--- src/rtl/fft_bf_sequencer.sv ---
`default_nettype none
// ============================================================================
// Module   : fft_bf_sequencer
// Purpose  : Butterfly address/twiddle sequencer for a 1024-point radix-2 FFT.
//            Optional macro FFT_SEQ_STALL_CNT_EN adds the stall_cnt output.
// Revision : 1.0  initial release
// ============================================================================
module fft_bf_sequencer (
    input  logic        Clk,
    input  logic        reset,
    input  logic        start,
    input  logic        bf_ready,
    input  logic        bf_idle,
    output logic        bf_valid,
    output logic [9:0]  top_idx,
    output logic [9:0]  bot_idx,
    output logic [8:0]  tw_idx,
    output logic [3:0]  stage,
    output logic        bf_last,
    output logic        busy,
    output logic        done
`ifdef FFT_SEQ_STALL_CNT_EN
    ,
    output logic [15:0] stall_cnt
`endif
);

    localparam logic [8:0] K_LAST     = 9'd511;
    localparam logic [3:0] STAGE_LAST = 4'd9;

    typedef enum logic [1:0] {
        IDLE  = 2'd0,
        ISSUE = 2'd1,
        WAIT  = 2'd2
    } state_t;

    state_t     state;
    logic [8:0] k;

    // Packs {top_idx, bot_idx, tw_idx} for butterfly kk of stage st.
    function automatic logic [28:0] bf_index(input logic [8:0] kk, input logic [3:0] st);
        logic [9:0] half;
        logic [9:0] pos;
        logic [9:0] top;
        logic [8:0] tw;
        half = 10'd1 << st;
        pos  = {1'b0, kk} & (half - 10'd1);
        top  = (({1'b0, kk} >> st) << (st + 4'd1)) | pos;
        tw   = pos[8:0] << (4'd9 - st);
        return {top, top + half, tw};
    endfunction

    always_ff @(posedge Clk) begin
        if (reset) begin
            state    <= IDLE;
            k        <= 9'd0;
            stage    <= 4'd0;
            bf_valid <= 1'b0;
            top_idx  <= 10'd0;
            bot_idx  <= 10'd0;
            tw_idx   <= 9'd0;
            bf_last  <= 1'b0;
            busy     <= 1'b0;
            done     <= 1'b0;
        end else begin
            done <= 1'b0;
            case (state)
                IDLE: begin
                    if (start) begin
                        state                       <= ISSUE;
                        stage                       <= 4'd0;
                        k                           <= 9'd0;
                        bf_valid                    <= 1'b1;
                        bf_last                     <= 1'b0;
                        busy                        <= 1'b1;
                        {top_idx, bot_idx, tw_idx}  <= bf_index(9'd0, 4'd0);
                    end
                end
                ISSUE: begin
                    // bf_valid is always high here, so bf_ready alone completes the handshake.
                    if (bf_ready) begin
                        if (k == K_LAST) begin
                            state    <= WAIT;
                            bf_valid <= 1'b0;
                            bf_last  <= 1'b0;
                        end else begin
                            k                          <= k + 9'd1;
                            bf_last                    <= (k == K_LAST - 9'd1);
                            {top_idx, bot_idx, tw_idx} <= bf_index(k + 9'd1, stage);
                        end
                    end
                end
                WAIT: begin
                    if (bf_idle) begin
                        if (stage == STAGE_LAST) begin
                            state <= IDLE;
                            busy  <= 1'b0;
                            done  <= 1'b1;
                        end else begin
                            state                      <= ISSUE;
                            stage                      <= stage + 4'd1;
                            k                          <= 9'd0;
                            bf_valid                   <= 1'b1;
                            {top_idx, bot_idx, tw_idx} <= bf_index(9'd0, stage + 4'd1);
                        end
                    end
                end
                default: state <= IDLE;
            endcase
        end
    end

`ifdef FFT_SEQ_STALL_CNT_EN
    always_ff @(posedge Clk) begin
        if (reset) begin
            stall_cnt <= 16'd0;
        end else if (state == IDLE && start) begin
            stall_cnt <= 16'd0;
        end else if (stall_cnt != 16'hFFFF &&
                     ((state == ISSUE && !bf_ready) || (state == WAIT && !bf_idle))) begin
            stall_cnt <= stall_cnt + 16'd1;
        end
    end
`endif

endmodule
`default_nettype wire
--- config.mk ---
export PLATFORM = sky130hd
export DESIGN_NAME = fft_bf_sequencer
export DESIGN_NICKNAME = d
export VERILOG_FILES = /design/src/rtl/fft_bf_sequencer.sv
export SDC_FILE = /design/constraint.sdc
export NUM_CORES = 1
export LEC_CHECK = 0
export CAP_MARGIN = 25
export CORE_MARGIN = 8
export CORE_UTILIZATION = 40
export CTS_BUF_LIST = sky130_fd_sc_hd__clkbuf_4 sky130_fd_sc_hd__clkbuf_8 sky130_fd_sc_hd__clkbuf_16
export CTS_CLUSTER_DIAMETER = 80
export DETAILED_ROUTE_END_ITERATION = 8
export SYNTH_ARGS = -nofsm -noshare
export SYNTH_HDL_FRONTEND = slang
export SYNTH_SLANG_ARGS = --single-unit
--- constraint.sdc ---
create_clock -name Clk -period 5.1 [get_ports Clk]
set_clock_uncertainty 0.1 [all_clocks]
set_input_delay 1.02 -clock Clk [delete_from_list [all_inputs] [get_ports Clk]]
set_output_delay 1.02 -clock Clk [all_outputs]
set_load 0.05 [all_outputs]
==> impl_metrics.toml <==
[run_status]
status = "finished, final reports clean"

[drt]
antenna_violating_nets_post_route = 0
wl_per_cell_um = 20.3
vias = 4613
remaining_drc_errors = 0
wl_um = 15300
drt_iter0_markers = 467
drtPass1Iterations = 5
routed_via_density = 6.13

[global_route]
grt_pass1_wl_um = 24100
antenna_found_initial = 0
grt_overflow_total = 0
grt_usage_pct = 20.8
grt_max_degree = 31
grt_pass1_vias = 4408

[placed_design]
numPortBuffers = 41
dp.cells = 744
dp_hpwl_um = 11800
placed_area_um2 = 5010
place_congestion = 0.940

[hold_path]
hold_path.class = "flip-flop to flip-flop"
holdPathEnd = "bot_idx[7]$_SDFFE_PP0P_"
worstHoldStart = "bot_idx[7]$_SDFFE_PP0P_"
holdPathStages = 2

[sta]
hold_slack_ps = 357
max_slew_margin_pct = 46.8
setup_viol = 0
max_freq_ghz = 0.211
fin_tns_setup_ps = 0
period_share_pct = 92.9
post-route-min-period_ps = 4740
worst-slew-pin-transition_ps = 796
drv_slew = 0
rsz0062_at_grt = "false"
finalHoldViolations = 0

[worst_setup_path]
path_buf_inv = 0
critPathRequiredTime_ps = 5250
rrSetupSlack_ps = 360
r2r_cells = 19
cp_top_family = "simple AND/OR/NAND/NOR gates"
reg2reg_from = "k[4]$_SDFFE_PP0P_"
cp-end-kind = "flip-flop"
critPathKind = "flip-flop to flip-flop"
cp_slowest_cell = "mux4_2"
path_max_fanout = 8
worstPathCellList = "and4_1, nand3_1, nor2_1, ha_1, nor3b_1, and2_1, or3_1, mux4_2, o211ai_1, nand2_1, ha_1, nor3_1, nor2_1, a31o_2, a21oi_1, xnor2_1, a21oi_1, nand4b_1, a31oi_1"
cp-start-kind = "flip-flop"
cp.arrival_ps = 4890
reg2reg_to = "bot_idx[9]$_SDFFE_PP0P_"
slowest_delay_ps = 560

[clock_tree]
cts_max_path_buffers = 2
htreeDepth = 2
cts_tree = "done"
cts_buffers = 5
clock_latency_ps = 310
cts_num_sinks = 48
cts_setup_buffers = 0
root_buffer = "clkbuf_8"
ctsHoldBuffers = 0
clk_pin_slew_worst_paths_ps = 100

[floorplan]
die_area_um2 = 14500
io_pins = 42
fp.dieW_um = 120
num_rows = 38
coreArea_um2 = 10700
start_util_pct = 40.5
die_h_um = 120

[synthesis]
synth_fp_nets = 600
syn_area_um2 = 4350
synth_top_area_share_pct = 22.1
syn_inst = 568
async_flop_share_pct = 0
synth_edf_count = 0
synth_top_area_cell = "dfxtp_1"
ys_top_cells_by_count = "nor2_1, nand2_1, dfxtp_1"
ys_seq_elements = 48
yosysMostFrequentCell = "nor2_1"
ys_warn_count = 0
synth_flop_cell = "dfxtp_1"
synth.distinct_cells = 79
syn_area_per_cell_um2 = 7.67
synth_area_leaders = "dfxtp_1, ha_1, nor2_1"
synth-seq-area-share_pct = 22.1

[layout]
area.sequential_um2 = 962
fin_cells = 752
final_cell_area_um2 = 5140
area_delta_synth_final_pct = 18.0
multiInputGateArea_um2 = 3150
layout.nets = 643
antenna_cells = 0
drive_gt1_share_pct = 11.4
nFillCells = 1104

[job]
drv_cap = 0

[pwr]
vdd_ir_drop_max_mv = 0.215
p_leak_uw = 0.00189
powerDensity_nw_per_um2 = 299
==> final cells by class <==
cell class,count,share of cell area [%]
Tap cell,140,3.41
Sequential cell,48,18.7
Timing Repair Buffer,73,12.7
Inverter,25,1.83
Clock inverter,3,0.828
Multi-Input combinational cell,458,61.2
Clock buffer,5,1.34
==> sequential cells by signal (all words and copies together), names as in the netlist <==
| signal | cells |
|---|---|
| busy | 1 |
| stage | 4 |
| bf_last | 1 |
| done | 1 |
| state | 2 |
| bot_idx | 10 |
| k | 9 |
| bf_valid | 1 |
| tw_idx | 9 |
| top_idx | 10 |
==> worst register-to-register path, cell delays in order (launching register included) <==
cell and delay [ps]:
dfxtp_1 470, and4_1 320, nand3_1 150, nor2_1 130, ha_1 270, nor3b_1 180, and2_1 200, or3_1 370
mux4_2 560, o211ai_1 200, nand2_1 80, ha_1 320, nor3_1 200, nor2_1 80, a31o_2 240, a21oi_1 180
xnor2_1 210, a21oi_1 70, nand4b_1 180, a31oi_1 170
==> cell usage in the layout, fill, tap and decap left out, types with 5 or more instances in the layout <==
master / count
buf_4: 32
nand3b_1: 5
xnor2_1: 9
a21oi_1: 31
clkbuf_8: 5
nor2_1: 66
mux2i_1: 9
ha_1: 26
inv_1: 21
or3_1: 5
a22o_1: 6
nor4_1: 7
o21ai_0: 22
a21o_1: 10
a22oi_1: 10
clkdlybuf4s50_1: 41
o2111ai_1: 5
nand2b_1: 12
a211oi_1: 8
nand2_1: 49
dfxtp_1: 47
nand3_1: 26
and2_1: 8
nor2b_1: 10
a31oi_1: 8
nor3_1: 19
o31ai_1: 7
==> worst max path at each step <==
stage	start	endpoint	slack, ps	depth (start not counted)
3_5_place_dp	k[0]$_SDFFE_PP0P_	bot_idx[9]$_SDFFE_PP0P_	380	20
3_3_place_gp	k[4]$_SDFFE_PP0P_	bot_idx[9]$_SDFFE_PP0P_	450	20
4_1_cts	k[0]$_SDFFE_PP0P_	bot_idx[9]$_SDFFE_PP0P_	380	20
6_report	k[4]$_SDFFE_PP0P_	bot_idx[9]$_SDFFE_PP0P_	360	19
5_1_grt	k[4]$_SDFFE_PP0P_	bot_idx[9]$_SDFFE_PP0P_	70	19
2_1_floorplan	stage[0]$_SDFFE_PP0P_	bot_idx[9]$_SDFFE_PP0P_	40	24
==> routing by layer <==
metal	track usage (%)	share of wire, %
met1	27.3	44
met2	33.5	46
met3	4.06	7.0
met4	7.26	2.8
met5	0	0
==> what timing repair did <==
item	in CTS	in global routing
endpoints found under the setup margin	0	3
hold endpoints to repair	0	0
resized for setup	0	3
==> metrics by stage <==
stage	worst slack [ps]	power, uW	utilization (%)
3_5_place_dp	379	1250	46.6
5_1_grt	65.2	1630	47.8
2_1_floorplan	43.8	1030	-
6_report	360	1540	47.8
4_1_cts	376	1530	47.7
3_3_place_gp	449	1250	46.6
==> power breakdown <==
part,internal [uW],switching (uW)
sequential,401,21.2
clock,145,137
combinational,291,542
total,837,700
==> cell families (layout without fill, tap and decap cells) <==
logic type	after synthesis	after routing	synth area share [%]
flops	48	48	22.1
mux	17	17	5.26
simple gates	231	231	26.7
compound gates	168	168	28.7
xor+xnor	15	15	3.36
fa+ha+maj	27	27	7.93
buf+inv	62	106	6.01
Power figures use the tool's default switching activity.
